## config.mk

```make
export PLATFORM = sky130hd
export DESIGN_NAME = traffic_light_monitor
export DESIGN_NICKNAME = d
export VERILOG_FILES = /design/src/rtl/tl_pkg.sv /design/src/rtl/tl_phase_decode.sv /design/src/rtl/traffic_light_monitor.sv
export SDC_FILE = /design/constraint.sdc
export NUM_CORES = 1
export LEC_CHECK = 0
export ABC_AREA = 0
export CAP_MARGIN = 10
export CORE_ASPECT_RATIO = 0.7
export CORE_MARGIN = 4
export CORE_UTILIZATION = 50
export CTS_BUF_LIST = sky130_fd_sc_hd__clkbuf_4 sky130_fd_sc_hd__clkbuf_8
export DETAILED_ROUTE_END_ITERATION = 10
export DONT_BUFFER_PORTS = 1
export GPL_TIMING_DRIVEN = 1
export PLACE_DENSITY = 0.62
export SYNTH_ARGS = -nofsm -noshare
export SYNTH_HDL_FRONTEND = slang
export SYNTH_HIERARCHICAL = 1
export SYNTH_SLANG_ARGS = --single-unit
```

## constraint.sdc

```tcl
create_clock -name clk -period 4.8 [get_ports clk]
set_input_delay 0.96 -clock clk [delete_from_list [all_inputs] [get_ports clk]]
set_output_delay 0.96 -clock clk [all_outputs]
set_load 0.02 [all_outputs]
```

## src/rtl/tl_pkg.sv

```systemverilog
// Shared types for the traffic-light monitor: phase encoding, fault codes and
// the legal phase-sequence predicate.
// Pure declarations; no clocked logic lives here.
package tl_pkg;

    // Decoded intersection phase; value 6 is unused, 7 marks an undecodable pattern.
    typedef enum logic [2:0] {
        PH_ALLRED  = 3'd0,
        PH_MG      = 3'd1,
        PH_MY      = 3'd2,
        PH_SG      = 3'd3,
        PH_SY      = 3'd4,
        PH_PG      = 3'd5,
        PH_ILLEGAL = 3'd7
    } phase_e;

    // Fault codes; lower non-zero value wins when several fire together.
    typedef enum logic [2:0] {
        FC_NONE               = 3'd0,
        FC_ILLEGAL_PATTERN    = 3'd1,
        FC_ILLEGAL_TRANSITION = 3'd2,
        FC_DWELL_SHORT        = 3'd3,
        FC_DWELL_LONG         = 3'd4
    } fault_e;

    // True when the controller may move from from_ph directly to to_ph.
    function automatic logic legal_transition(input phase_e from_ph, input phase_e to_ph);
        logic ok;
        ok = 1'b0;
        case (from_ph)
            PH_ALLRED: ok = (to_ph == PH_MG);
            PH_MG:     ok = (to_ph == PH_MY);
            PH_MY:     ok = (to_ph == PH_SG);
            PH_SG:     ok = (to_ph == PH_SY);
            PH_SY:     ok = (to_ph == PH_MG) || (to_ph == PH_PG);
            PH_PG:     ok = (to_ph == PH_ALLRED);
            default:   ok = 1'b0;
        endcase
        return ok;
    endfunction

endpackage

```

## src/rtl/tl_phase_decode.sv

```systemverilog
// Combinational decode of the three light vectors into a phase.
// Ports: main_lights/sec_lights {red,yellow,green}, pea_lights {red,green} in;
//        phase out (PH_ILLEGAL for any pattern not in the table).
module tl_phase_decode
    import tl_pkg::*;
(
    input  logic [2:0] main_lights,
    input  logic [2:0] sec_lights,
    input  logic [1:0] pea_lights,
    output phase_e     phase
);

    always_comb begin
        phase = PH_ILLEGAL;
        case ({main_lights, sec_lights, pea_lights})
            8'b100_100_10: phase = PH_ALLRED;
            8'b001_100_10: phase = PH_MG;
            8'b010_100_10: phase = PH_MY;
            8'b100_001_10: phase = PH_SG;
            8'b100_010_10: phase = PH_SY;
            8'b100_100_01: phase = PH_PG;
            default:       phase = PH_ILLEGAL;
        endcase
    end

endmodule

```

## src/rtl/traffic_light_monitor.sv

```systemverilog
// Passive monitor: registers the decoded phase, times each phase, checks the
// sequence and dwell against the timing parameters, latches the first fault.
// Ports: clk/reset (async, active-high), light vectors and clr_fault in;
//        phase, phase_change, fault, fault_code, ped_count out.
module traffic_light_monitor
    import tl_pkg::*;
#(
    parameter int FPGAFREQ      = 50_000_000,
    parameter int T_GREENMAIN   = 18,
    parameter int T_YELLOWMAIN  = 4,
    parameter int T_GREENSEC    = 10,
    parameter int T_YELLOWSEC   = 3,
    parameter int T_GREENPEATON = 5,
    parameter int T_REDPEATON   = 2,
    parameter int TOL_CYC       = 2
) (
    input  logic       clk,
    input  logic       reset,
    input  logic [2:0] main_lights,
    input  logic [2:0] sec_lights,
    input  logic [1:0] pea_lights,
    input  logic       clr_fault,
    output logic [2:0] phase,
    output logic       phase_change,
    output logic       fault,
    output logic [2:0] fault_code,
    output logic [7:0] ped_count
);

    // Expected dwell per phase, in cycles; 64-bit to hold T*FPGAFREQ safely.
    localparam logic [63:0] FREQ     = 64'(FPGAFREQ);
    localparam logic [63:0] TOL      = 64'(TOL_CYC);
    localparam logic [63:0] E_MG     = 64'(T_GREENMAIN)   * FREQ;
    localparam logic [63:0] E_MY     = 64'(T_YELLOWMAIN)  * FREQ;
    localparam logic [63:0] E_SG     = 64'(T_GREENSEC)    * FREQ;
    localparam logic [63:0] E_SY     = 64'(T_YELLOWSEC)   * FREQ;
    localparam logic [63:0] E_PG     = 64'(T_GREENPEATON) * FREQ;
    localparam logic [63:0] E_ALLRED = 64'(T_REDPEATON)   * FREQ;

    localparam int MAXT_A = (T_GREENMAIN > T_YELLOWMAIN) ? T_GREENMAIN : T_YELLOWMAIN;
    localparam int MAXT_B = (T_GREENSEC > T_YELLOWSEC) ? T_GREENSEC : T_YELLOWSEC;
    localparam int MAXT_C = (T_GREENPEATON > T_REDPEATON) ? T_GREENPEATON : T_REDPEATON;
    localparam int MAXT_AB = (MAXT_A > MAXT_B) ? MAXT_A : MAXT_B;
    localparam int MAXT   = (MAXT_AB > MAXT_C) ? MAXT_AB : MAXT_C;

    // Wide enough to reach E+TOL_CYC+1 for the longest phase.
    localparam int DW = $clog2(64'(MAXT) * FREQ + TOL + 64'd2);

    function automatic logic [63:0] expected_dwell(input phase_e ph);
        logic [63:0] e;
        e = 64'd0;
        case (ph)
            PH_ALLRED: e = E_ALLRED;
            PH_MG:     e = E_MG;
            PH_MY:     e = E_MY;
            PH_SG:     e = E_SG;
            PH_SY:     e = E_SY;
            PH_PG:     e = E_PG;
            default:   e = 64'd0;
        endcase
        return e;
    endfunction

    phase_e          dec_phase;
    phase_e          phase_r;
    logic [DW-1:0]   dwell;
    logic            first_seg;
    // Clear until the first edge after reset; the reset-value phase was never
    // observed on the lights, so the move out of it is not a real controller transition.
    logic            primed;
    logic            fault_r;
    fault_e          code_r;
    logic [7:0]      ped_r;

    logic            chg;
    logic            checkable;
    logic [63:0]     dwell_w;
    logic [63:0]     e_cur;
    logic            f_pat;
    logic            f_trn;
    logic            f_short;
    logic            f_long;
    fault_e          new_code;

    tl_phase_decode u_decode (
        .main_lights (main_lights),
        .sec_lights  (sec_lights),
        .pea_lights  (pea_lights),
        .phase       (dec_phase)
    );

    always_comb begin
        chg       = (dec_phase != phase_r);
        dwell_w   = 64'(dwell);
        e_cur     = expected_dwell(phase_r);
        checkable = primed && !first_seg && (phase_r != PH_ILLEGAL);

        f_pat   = (dec_phase == PH_ILLEGAL);
        // Leaving ILLEGAL is never a checked transition.
        f_trn   = chg && primed && (phase_r != PH_ILLEGAL) && (dec_phase != PH_ILLEGAL)
                  && !legal_transition(phase_r, dec_phase);
        f_short = chg && checkable && ((dwell_w + TOL) < e_cur);
        // Fires on the edge that would take dwell to E+TOL+1.
        f_long  = !chg && checkable && (dwell_w == (e_cur + TOL));

        new_code = FC_NONE;
        if (f_pat)        new_code = FC_ILLEGAL_PATTERN;
        else if (f_trn)   new_code = FC_ILLEGAL_TRANSITION;
        else if (f_short) new_code = FC_DWELL_SHORT;
        else if (f_long)  new_code = FC_DWELL_LONG;
    end

    always_ff @(posedge clk or posedge reset) begin
        if (reset) begin
            phase_r      <= PH_ALLRED;
            phase_change <= 1'b0;
            dwell        <= '0;
            first_seg    <= 1'b1;
            primed       <= 1'b0;
            fault_r      <= 1'b0;
            code_r       <= FC_NONE;
            ped_r        <= 8'd0;
        end else begin
            primed       <= 1'b1;
            phase_r      <= dec_phase;
            phase_change <= chg;

            if (chg || !primed) begin
                dwell <= DW'(1);
            end else if (dwell != '1) begin
                dwell <= dwell + DW'(1);
            end

            // A segment starting right after reset or after ILLEGAL is exempt
            // from dwell checks.
            if (chg) begin
                first_seg <= !primed || (phase_r == PH_ILLEGAL);
            end

            if (new_code != FC_NONE && (!fault_r || clr_fault)) begin
                fault_r <= 1'b1;
                code_r  <= new_code;
            end else if (clr_fault) begin
                fault_r <= 1'b0;
                code_r  <= FC_NONE;
            end

            if (chg && dec_phase == PH_PG && ped_r != 8'hFF) begin
                ped_r <= ped_r + 8'd1;
            end
        end
    end

    assign phase      = phase_r;
    assign fault      = fault_r;
    assign fault_code = code_r;
    assign ped_count  = ped_r;

endmodule
```

==> impl_metrics.py, run 1 <==
metrics = {
    "critical_path": {
        "most_common_cell_on_crit_path": "sky130_fd_sc_hd__nand3_1",
        "cpMaxStageDelayCell": "sky130_fd_sc_hd__or4_1",
        "cp_cell_sequence": "nand3_1 -> or4_1 -> nor2_4 -> nand3_1 -> or2_2 -> nor2_1 -> xor2_1 -> ha_1 -> nand4_1 -> o21ai_0 -> a2111oi_0 -> o2111ai_1 -> and2_1 -> o22ai_1",
        "setup.worst_path.end_class": "flip-flop",
        "cp_data_required_time_ps": 5050,
        "critPathTopFamily": "simple AND/OR/NAND/NOR gates",
        "critical_path_arrival_ps": 4480,
        "critical_path_buf_inv_count": 0,
        "timing_worst_setup_path_type": "reg -> reg",
        "critical_path_peak_fanout": 11,
        "startpoint_types": "flip-flop",
        "cp_max_stage_delay_ps": 720,
    },
    "synthesis": {
        "post_synth.cell_area_avg_um2": 8.281,
        "synth-edff-count": 0,
        "syn-cell-area_um2": 4165,
        "synth-async-reset-ratio": 1.000,
        "ys_types": 64,
        "postSynthCellCount": 503,
        "synth_sequential_area_ratio": 0.2887,
        "postSynthRegisterBits": 48,
        "ys_warn_count": 6,
        "synth-main-ff-cell": "sky130_fd_sc_hd__dfrtp_1",
        "syn_nets": 544,
    },
    "detailed_routing": {
        "drt_first_pass_iters": 6,
        "drtAntennaViolNets": 0,
        "drcViolationCount": 0,
        "detail_route.wl_per_cell_um": 18.13,
        "dr.first_iter.drc_count": 350,
        "routed_via_density": 6.102,
        "routed-via-count": 3582,
        "total_wirelength_of_the_detailed_routed_design_um": 10640,
    },
    "clock_tree": {
        "clk_pin_slew_worst_paths_ps": 100,
        "clkSinkCount": 48,
        "cts_tree": "done",
        "post_cts_buffers": 0,
        "cts-root-buf": "sky130_fd_sc_hd__clkbuf_8",
        "number_of_cts_inserted_buffers": 5,
        "cts_htree_levels": 2,
        "insertion_delay_ps": 320,
        "clockBufferDepth": 2,
        "post_cts_hold_buffer_count": 0,
        "post_cts_resized": 0,
    },
    "floorplanning": {
        "die_height_um": 84.37,
        "start_util": 0.5224,
        "top_level_ports": 27,
        "core-area_um2": 7973,
        "rows": 27,
        "design.die.area_um2": 9878,
        "fp.dieW_um": 117.1,
    },
    "finish": {
        "design_area_um2": 4259,
        "antenna_cells_inserted": 0,
        "final_core_utilization": 0.5342,
        "drive_gt1_frac": 0.07613,
        "fillers": 757,
        "final_cells": 587,
        "finalNetCount": 526,
        "synth_to_final_area_change_pct": 2.253,
        "multi_input_comb_area_um2": 2711,
        "regArea_um2": 1202,
    },
    "placement": {
        "dpl.hpwl_um": 8177,
        "instance_area_at_placement_um2": 4164,
        "routabilityCongestion": 0.9659,
        "dpl.cell_count": 579,
        "buffer_ports.inserted": 0,
    },
    "run": {
        "drv.max_cap_violation_count": 0,
    },
    "sta": {
        "layout_min_cycle_time_ps": 4226,
        "final.setup.tns_ps": 0,
        "slew-limit-headroom": 0.3351,
        "setup_violations": 0,
        "final_hold_viol_count": 0,
        "worst_slew_pin_slew_ps": 995.9,
        "fin_skew_ps": 8.795,
        "timing.fmax_mhz": 236.6,
        "grt_setup_unrepaired": "false",
        "final_min_period_over_clock_period": 0.8805,
        "timing.final.max_slew_violations": 0,
    },
    "grt": {
        "antenna_violations_before_repair": 0,
        "largest_net_degree_at_the_start_of_global_routing": 49,
        "grt_use_total": 0.2296,
        "via_count_of_the_first_global_routing_pass": 3403,
        "gr-total-overflow": 0,
        "grt_first_pass_wirelength_um": 17970,
    },
    "outcome": {
        "run_status": "finished, final reports clean",
    },
    "power_and_ir_drop": {
        "p_total_uw": 754.0,
        "peakVddDrop_uv": 120.2,
        "power_leakage_nw": 1.774,
        "power_density_nw_per_um2": 177.0,
    },
    "worst_hold_path": {
        "worstHoldPathType": "reg -> reg",
    },
}
## worst min-delay path, cell delays in order (launching register included)
cell,delay [ps]
sky130_fd_sc_hd__dfstp_2,390
sky130_fd_sc_hd__inv_1,70
sky130_fd_sc_hd__a21oi_1,60
## registers in the layout, summed over array words and instances, names as in the netlist
register	count
dwell	30
ped_count	8
fault_code	3
phase	3
fault	1
first_seg	1
phase_change	1
primed	1
## final timing paths
path,startpoint,to,slack [ps],cells after the start
min reg2reg,first_seg,first_seg,510,2
max reg2reg,dwell[1],fault_code[1],570,14
min in group asynchronous,reset,dwell[6],740,1
min,first_seg,first_seg,510,2
max in group asynchronous,reset,dwell[9],3450,1
max,dwell[1],fault_code[1],570,14
## routing by layer
metal	vias up	GRT usage	share of wire
met5	-	0	0
met4	0	0.05729	0.014
met3	14	0.05692	0.069
met2	124	0.3025	0.40
met1	1710	0.3663	0.52
li1	1734	-	-
## cell usage after synthesis, types with 6 or more instances
cell	number	share of area
sky130_fd_sc_hd__nor2_1	58	0.052
sky130_fd_sc_hd__dfrtp_1	47	0.28
sky130_fd_sc_hd__nand2_1	42	0.038
sky130_fd_sc_hd__xor2_1	33	0.069
sky130_fd_sc_hd__xnor2_1	32	0.067
sky130_fd_sc_hd__ha_1	30	0.090
sky130_fd_sc_hd__nand3_1	22	0.026
sky130_fd_sc_hd__a21oi_1	20	0.024
sky130_fd_sc_hd__nand4_1	19	0.029
sky130_fd_sc_hd__o21ai_0	18	0.022
sky130_fd_sc_hd__inv_1	17	0.015
sky130_fd_sc_hd__nor3_1	15	0.018
sky130_fd_sc_hd__clkbuf_1	13	0.012
sky130_fd_sc_hd__and3_1	12	0.018
sky130_fd_sc_hd__buf_2	10	0.012
sky130_fd_sc_hd__or3_1	10	0.015
sky130_fd_sc_hd__nand2b_1	6	0.0090
sky130_fd_sc_hd__nand3b_1	6	0.011
sky130_fd_sc_hd__nor4_1	6	0.0090
## logic make-up (layout without fill, tap and decap cells)
| kind of cell | after synthesis | after routing | synth area share |
|---|---|---|---|
| other cells | 1 | 1 | 0.0009003 |
| xor+xnor | 65 | 65 | 0.1367 |
| fa+ha+maj | 30 | 30 | 0.09012 |
| mux | 2 | 2 | 0.005407 |
| flops | 48 | 48 | 0.2887 |
| simple gates | 230 | 230 | 0.2923 |
| compound gates | 77 | 77 | 0.1256 |
| buf+inv | 50 | 33 | 0.06038 |
## stage by stage
stage | worst slack [ps] | hold WS (ps)
2_1_floorplan | 1188 | 462.2
3_3_place_gp | 932.6 | 499.0
3_5_place_dp | 654.8 | 498.0
4_1_cts | 628.9 | 510.8
5_1_grt | 236.8 | 524.1
6_report | 573.7 | 514.3
## layout make-up
type                    count  area share
repair buffers              8     0.01410
flip-flops and latches     48      0.2823
inverters                  17     0.01498
clock inverters             3    0.006169
multi-input cells         405      0.6366
clock buffers               5     0.01616
well taps                 101     0.02967
## cell usage in the layout, fill, tap and decap left out, drive strengths merged, types with 3 or more instances in the layout
cell type,synthesis,routed
nor2,59,59
dfrtp,47,47
nand2,42,42
xor2,33,33
xnor2,32,32
ha,30,30
nand3,22,22
a21oi,21,21
nand4,19,19
inv,17,19
o21ai,18,18
nor3,16,16
and3,13,13
or3,10,10
buf,18,8
nor4,6,6
nand2b,6,6
nand3b,6,6
or2,6,6
a21o,5,5
o2111ai,5,5
o21bai,5,5
clkbuf,15,5
o41ai,4,4
or3b,4,4
nor2b,3,3
nor3b,3,3
nor4b,3,3
## where the power goes
| group | internal [mW] | switching (mW) | leakage, nW | total [mW] |
|---|---|---|---|---|
| combinational | 0.0207 | 0.0434 | 1.09 | 0.0642 |
| sequential | 0.412 | 0.0137 | 0.634 | 0.426 |
| clock | 0.107 | 0.157 | 0.0491 | 0.264 |
| total | 0.540 | 0.214 | 1.77 | 0.754 |
(Power assumes the default switching activity.)
==> inputs of run 2 (changes only) <==
--- a/config.mk
+++ b/config.mk
@@ -15,6 +15,7 @@
 export DONT_BUFFER_PORTS = 1
 export GPL_TIMING_DRIVEN = 1
 export PLACE_DENSITY = 0.62
+export RECOVER_POWER = 50
 export SYNTH_ARGS = -nofsm -noshare
 export SYNTH_HDL_FRONTEND = slang
 export SYNTH_HIERARCHICAL = 1
==> constraint.sdc (replaced) <==
create_clock -name clk -period 4.8 [get_ports clk]
set_input_delay 0.48 -clock clk [delete_from_list [all_inputs] [get_ports clk]]
set_output_delay 0.48 -clock clk [all_outputs]
set_load 0.02 [all_outputs]
==> run 2 against run 1 <==
  * The run now ends with max-capacitance violations, max-slew violations left
  * Power is 5.2% higher
  * Sequential power hardly changed
  * Design area is 0.21% higher
  * Global-route usage is 0.093 points lower
  * Clock power is 14% higher
  * Register-to-register slack better by 130 ps
  * Via count is 1.4% lower
  * Largest cell class unchanged
  * Highest routed layer unchanged
==> impl_metrics.py, run 2 (synthesis results as in run 1) <==
metrics = {
    "sta": {
        "timing.fmax_mhz": 243.9,
        "timing.final.max_slew_violations": 49,
        "final_min_period_over_clock_period": 0.8543,
        "final.setup.tns_ps": 0,
        "final_hold_viol_count": 0,
        "grt_setup_unrepaired": "false",
        "fin_skew_ps": 7.989,
        "layout_min_cycle_time_ps": 4101,
        "setup_slack_ps": 699.4,
        "slew-limit-headroom": -0.2177,
        "worst_slew_pin_slew_ps": 1824,
        "setup_violations": 0,
    },
    "detailed_routing": {
        "drtAntennaViolNets": 0,
        "total_wirelength_of_the_detailed_routed_design_um": 10750,
        "routed_via_density": 6.019,
        "detail_route.wl_per_cell_um": 18.31,
        "drcViolationCount": 0,
        "drt_first_pass_iters": 5,
        "dr.first_iter.drc_count": 336,
        "routed-via-count": 3533,
    },
    "critical_path": {
        "timing_worst_setup_path_type": "reg -> reg",
        "critical_path_arrival_ps": 4350,
        "cp_data_required_time_ps": 5040,
        "r2r-start": "dwell[1]",
        "cp_max_stage_delay_ps": 710,
        "cp_cell_sequence": "nand3_1 -> or4_1 -> nor2_4 -> nand3_1 -> or2_2 -> nor2_1 -> xor2_1 -> ha_1 -> nand4_1 -> o21ai_0 -> a2111oi_0 -> o2111ai_1 -> and2_1 -> o22ai_1",
        "startpoint_types": "flip-flop",
        "critical_path_buf_inv_count": 0,
        "critical_path_peak_fanout": 11,
        "setup.worst_path.end_class": "flip-flop",
        "most_common_cell_on_crit_path": "sky130_fd_sc_hd__nand3_1",
        "critPathTopFamily": "simple AND/OR/NAND/NOR gates",
        "timing.critical_path.from": "dwell[1]",
        "cpMaxStageDelayCell": "sky130_fd_sc_hd__or4_1",
    },
    "placement": {
        "dpl.hpwl_um": 8294,
        "instance_area_at_placement_um2": 4164,
        "routabilityCongestion": 0.9746,
        "buffer_ports.inserted": 0,
        "dp_worst_setup_slack_ps": 788.7,
        "dpl.cell_count": 579,
    },
    "finish": {
        "multi_input_comb_area_um2": 2711,
        "synth_to_final_area_change_pct": 2.463,
        "design_area_um2": 4268,
        "registers.top_by_ff_count": "dwell",
        "final_common_cell": "sky130_fd_sc_hd__nor2_1",
        "antenna_cells_inserted": 0,
        "regArea_um2": 1202,
        "finalNetCount": 526,
        "flip_flop_count_of_the_largest_register_all_copies_and_words_added": 30,
        "drive_gt1_frac": 0.06996,
        "final_cells": 587,
        "final_cell_mix": "sky130_fd_sc_hd__nor2_1 (58), sky130_fd_sc_hd__dfrtp_1 (47), sky130_fd_sc_hd__nand2_1 (42), sky130_fd_sc_hd__xor2_1 (33), sky130_fd_sc_hd__xnor2_1 (32)",
        "fillers": 746,
    },
    "grt": {
        "gr-total-overflow": 0,
        "via_count_of_the_first_global_routing_pass": 3362,
        "largest_net_degree_at_the_start_of_global_routing": 49,
        "grt_first_pass_wirelength_um": 17940,
        "antenna_violations_before_repair": 0,
        "grt_use_total": 0.2287,
    },
    "power_and_ir_drop": {
        "power_leakage_nw": 1.774,
        "peakVddDrop_uv": 155.6,
        "power_density_nw_per_um2": 185.8,
        "p_total_uw": 793.0,
    },
    "floorplanning": {
        "top_level_ports": 27,
        "die_height_um": 84.37,
        "core-area_um2": 7973,
        "rows": 27,
        "fp.dieW_um": 117.1,
        "start_util": 0.5224,
        "design.die.area_um2": 9878,
    },
    "clock_tree": {
        "cts_htree_levels": 2,
        "number_of_cts_inserted_buffers": 5,
        "post_cts_buffers": 0,
        "cts_tree": "done",
        "clockBufferDepth": 2,
        "clkSinkCount": 48,
        "post_cts_resized": 0,
        "post_cts_hold_buffer_count": 0,
        "cts-root-buf": "sky130_fd_sc_hd__clkbuf_8",
        "insertion_delay_ps": 310,
        "clk_pin_slew_worst_paths_ps": 90,
    },
    "worst_hold_path": {
        "worstHoldPathType": "in -> reg",
        "timing.hold.worst.start": "clr_fault",
    },
    "run": {
        "drv.max_cap_violation_count": 1,
    },
    "outcome": {
        "run_status": "complete, but fails checks",
        "violations_in_the_final_reports": "max-capacitance violations, max-slew violations",
    },
}
[run 2: cell types whose count changed in the layout (fill, tap and decap cells not counted)]
cell	previous run	this run
sky130_fd_sc_hd__clkinvlp_4	0	1
sky130_fd_sc_hd__inv_2	1	0
sky130_fd_sc_hd__clkinv_2	0	1
sky130_fd_sc_hd__bufinv_16	0	1
sky130_fd_sc_hd__inv_1	16	17
sky130_fd_sc_hd__clkinv_4	1	0
sky130_fd_sc_hd__buf_4	8	6
sky130_fd_sc_hd__clkbuf_1	0	2
sky130_fd_sc_hd__inv_6	2	0
[run 2: metrics by stage]
step             util  hold slack (ps)
6_report       0.5353            388.3
5_1_grt        0.5353            407.1
4_1_cts        0.5363            323.0
3_5_place_dp   0.5223            529.2
3_3_place_gp   0.5223            529.3
2_1_floorplan       -            462.2
[run 2: cell type report]
cell class,instances,area share
Tap cell,101,0.02961
Sequential cell,48,0.2817
Clock buffer,5,0.01612
Timing Repair Buffer,8,0.01231
Multi-Input combinational cell,405,0.6353
Inverter,17,0.01495
Clock inverter,3,0.009968
[run 2: worst register-to-register path, cell delays in order, from the launching register on]
cell                        delay (ps)
sky130_fd_sc_hd__dfrtp_1           560
sky130_fd_sc_hd__nand3_1           170
sky130_fd_sc_hd__or4_1             710
sky130_fd_sc_hd__nor2_4            180
sky130_fd_sc_hd__nand3_1           230
sky130_fd_sc_hd__or2_2             390
sky130_fd_sc_hd__nor2_1            120
sky130_fd_sc_hd__xor2_1            170
sky130_fd_sc_hd__ha_1              260
sky130_fd_sc_hd__nand4_1           140
sky130_fd_sc_hd__o21ai_0            90
sky130_fd_sc_hd__a2111oi_0         310
sky130_fd_sc_hd__o2111ai_1         310
sky130_fd_sc_hd__and2_1            240
sky130_fd_sc_hd__o22ai_1           150
[run 2: routing by layer]
metal  global-route usage  vias up  share of wire
met1               0.3708     1673           0.53
met2               0.3072      119           0.39
li1                     -     1731              -
met3              0.04467       10          0.062
met4              0.04688        0          0.012
met5                    0        -              0
[run 2: worst paths after layout]
kind / end / slack, ps / cells past startpoint
setup / recovery: fault_code[1] / 700 / 14
hold / removal: fault_code[1] / 390 / 3
setup reg to reg: fault_code[1] / 700 / 14
hold reg to reg: first_seg / 540 / 2
max in group asynchronous: dwell[14] / 3110 / 1
min in group asynchronous: dwell[6] / 640 / 1
[run 2: power by group]
| group | internal [mW] | switching, mW | total, mW |
|---|---|---|---|
| logic | 0.0211 | 0.0450 | 0.0662 |
| registers | 0.412 | 0.0142 | 0.426 |
| clock network | 0.154 | 0.146 | 0.301 |
==> inputs of run 3 (changes only) <==
--- a/config.mk
+++ b/config.mk
@@ -15,7 +15,7 @@
 export DONT_BUFFER_PORTS = 1
 export GPL_TIMING_DRIVEN = 1
 export PLACE_DENSITY = 0.62
-export RECOVER_POWER = 50
+export RECOVER_POWER = 100
 export SYNTH_ARGS = -nofsm -noshare
 export SYNTH_HDL_FRONTEND = slang
 export SYNTH_HIERARCHICAL = 1
==> run 3 against run 2 <==
  * The flow still finishes with violations (max-capacitance violations, max-slew violations)
  * Via count up 0.20%
  * Sequential power about the same
  * Wire length down 0.56%
  * Global-route usage unchanged
  * Critical path depth unchanged
==> impl_metrics.py, run 3 (synthesis results as in run 1) <==
metrics = {
    "critical_path": {
        "cpMaxStageDelayCell": "sky130_fd_sc_hd__or4_1",
        "startpoint_types": "flip-flop",
        "r2r-start": "dwell[1]",
        "cp_data_required_time_ps": 5040,
        "cp_num_cells": 14,
        "cp_cell_sequence": "nand3_1 -> or4_1 -> nor2_1 -> nand3_1 -> or2_2 -> nor2_1 -> xor2_1 -> ha_1 -> nand4_1 -> o21ai_0 -> a2111oi_0 -> o2111ai_1 -> and2_0 -> o22ai_1",
        "critPathTopFamily": "simple AND/OR/NAND/NOR gates",
        "cp_max_stage_delay_ps": 690,
        "timing.critical_path.from": "dwell[1]",
        "rr_endpoint": "fault_code[1]",
        "critical_path_buf_inv_count": 0,
        "reg2reg_setup_slack_ps": 600,
        "reg2reg_depth": 14,
        "critical_path_arrival_ps": 4440,
        "timing_worst_setup_path_type": "reg -> reg",
        "critical_path_peak_fanout": 11,
        "timing.critical_path.to": "fault_code[1]",
        "setup.worst_path.end_class": "flip-flop",
    },
    "detailed_routing": {
        "drcViolationCount": 0,
        "routed-via-count": 3540,
        "total_wirelength_of_the_detailed_routed_design_um": 10690,
        "drtAntennaViolNets": 0,
        "routed_via_density": 6.031,
        "detail_route.wl_per_cell_um": 18.21,
        "drt_first_pass_iters": 5,
        "dr.first_iter.drc_count": 343,
    },
    "clock_tree": {
        "number_of_cts_inserted_buffers": 5,
        "clockBufferDepth": 2,
        "clkSinkCount": 48,
        "post_cts_buffers": 0,
        "post_cts_hold_buffer_count": 0,
        "post_cts_resized": 0,
        "cts-root-buf": "sky130_fd_sc_hd__clkbuf_8",
        "cts_tree": "done",
        "clk_pin_slew_worst_paths_ps": 90,
        "insertion_delay_ps": 320,
        "cts_htree_levels": 2,
    },
    "sta": {
        "timing.final.max_slew_violations": 49,
        "final_hold_viol_count": 0,
        "final_min_period_over_clock_period": 0.8744,
        "fin_skew_ps": 8.543,
        "layout_min_cycle_time_ps": 4197,
        "grt_setup_unrepaired": "false",
        "timing.fmax_mhz": 238.3,
        "setup_violations": 0,
        "final.setup.tns_ps": 0,
        "timing.hold.ws_ps": 388.6,
        "slew-limit-headroom": -0.2128,
        "worst_slew_pin_slew_ps": 1817,
    },
    "grt": {
        "antenna_violations_before_repair": 0,
        "grt_use_total": 0.2287,
        "via_count_of_the_first_global_routing_pass": 3362,
        "largest_net_degree_at_the_start_of_global_routing": 49,
        "grt_first_pass_wirelength_um": 17940,
        "gr-total-overflow": 0,
    },
    "floorplanning": {
        "start_util": 0.5224,
        "design.die.area_um2": 9878,
        "core-area_um2": 7973,
        "die_height_um": 84.37,
        "rows": 27,
        "top_level_ports": 27,
        "fp.dieW_um": 117.1,
    },
    "finish": {
        "final_cell_mix": "sky130_fd_sc_hd__nor2_1 (59), sky130_fd_sc_hd__dfrtp_1 (47), sky130_fd_sc_hd__nand2_1 (42), sky130_fd_sc_hd__xor2_1 (33), sky130_fd_sc_hd__xnor2_1 (32)",
        "fillers": 749,
        "final_cells": 587,
        "antenna_cells_inserted": 0,
        "design_area_um2": 4253,
        "final_common_cell": "sky130_fd_sc_hd__nor2_1",
        "synth_to_final_area_change_pct": 2.103,
        "flip_flop_count_of_the_largest_register_all_copies_and_words_added": 30,
        "final_core_utilization": 0.5334,
        "registers.top_by_ff_count": "dwell",
        "finalNetCount": 526,
        "drive_gt1_frac": 0.06379,
    },
    "power_and_ir_drop": {
        "power_leakage_nw": 1.767,
        "power_density_nw_per_um2": 185.9,
        "peakVddDrop_uv": 155.3,
    },
    "placement": {
        "buffer_ports.inserted": 0,
        "instance_area_at_placement_um2": 4164,
        "dpl.cell_count": 579,
        "dpl.hpwl_um": 8294,
        "routabilityCongestion": 0.9746,
    },
    "outcome": {
        "run_status": "complete, but fails checks",
        "violations_in_the_final_reports": "max-capacitance violations, max-slew violations",
    },
    "worst_hold_path": {
        "worstHoldPathCells": 3,
        "worstHoldPathType": "in -> reg",
    },
    "run": {
        "drv.max_cap_violation_count": 1,
    },
}
run 3: cell count changes in the layout (fill, tap and decap cells not counted), sizes merged:
cell and delta:
buf -2, clkbuf +2
run 3: area by class of cell:
type | instances | area [µm²] | area share
flip-flops and latches | 48 | 1202 | 0.2827
clock inverters | 3 | 42.54 | 0.01000
inverters | 17 | 63.81 | 0.01500
repair buffers | 8 | 45.04 | 0.01059
multi-input cells | 405 | 2704 | 0.6358
well taps | 101 | 126.4 | 0.02971
clock buffers | 5 | 68.82 | 0.01618
run 3: report_power, final:
group	internal [mW]	switching, mW	total [mW]	leakage, nW
clock network	0.154	0.146	0.300	0.0541
logic	0.0201	0.0448	0.0649	1.08
registers	0.412	0.0139	0.426	0.634
run 3: how the worst min path moves through the flow:
stage / from / slack (ps) / endpoint
finish: clr_fault / 390 / fault_code[1]
global route: clr_fault / 410 / fault_code[1]
CTS: reset / 320 / phase[2]
detailed placement: first_seg / 530 / first_seg
global placement: first_seg / 530 / first_seg
floorplan: first_seg / 460 / first_seg
run 3: through the flow:
| stage | setup slack, ps | power (mW) |
|---|---|---|
| final | 603.0 | 0.7906 |
| after global routing | 327.9 | 0.8291 |
| after detailed placement | 788.7 | 0.4999 |
| after global placement | 948.1 | 0.5000 |
| after floorplan | 1322 | 0.4806 |
| after CTS | 769.8 | 0.8040 |
run 3: routing by layer:
metal | GRT usage | vias to the layer above | wire, µm
li1 | - | 1733 | -
met1 | 0.3708 | 1669 | 5617
met2 | 0.3072 | 126 | 4204
met3 | 0.04467 | 12 | 724
met4 | 0.04688 | 0 | 140
met5 | 0 | - | 0
run 3: worst min-delay path, delay by kind of cell:
| family | cells | cell delay [ps] |
|---|---|---|
| buf+inv | 1 | 40 |
| compound gates | 1 | 70 |
| simple gates | 1 | 80 |
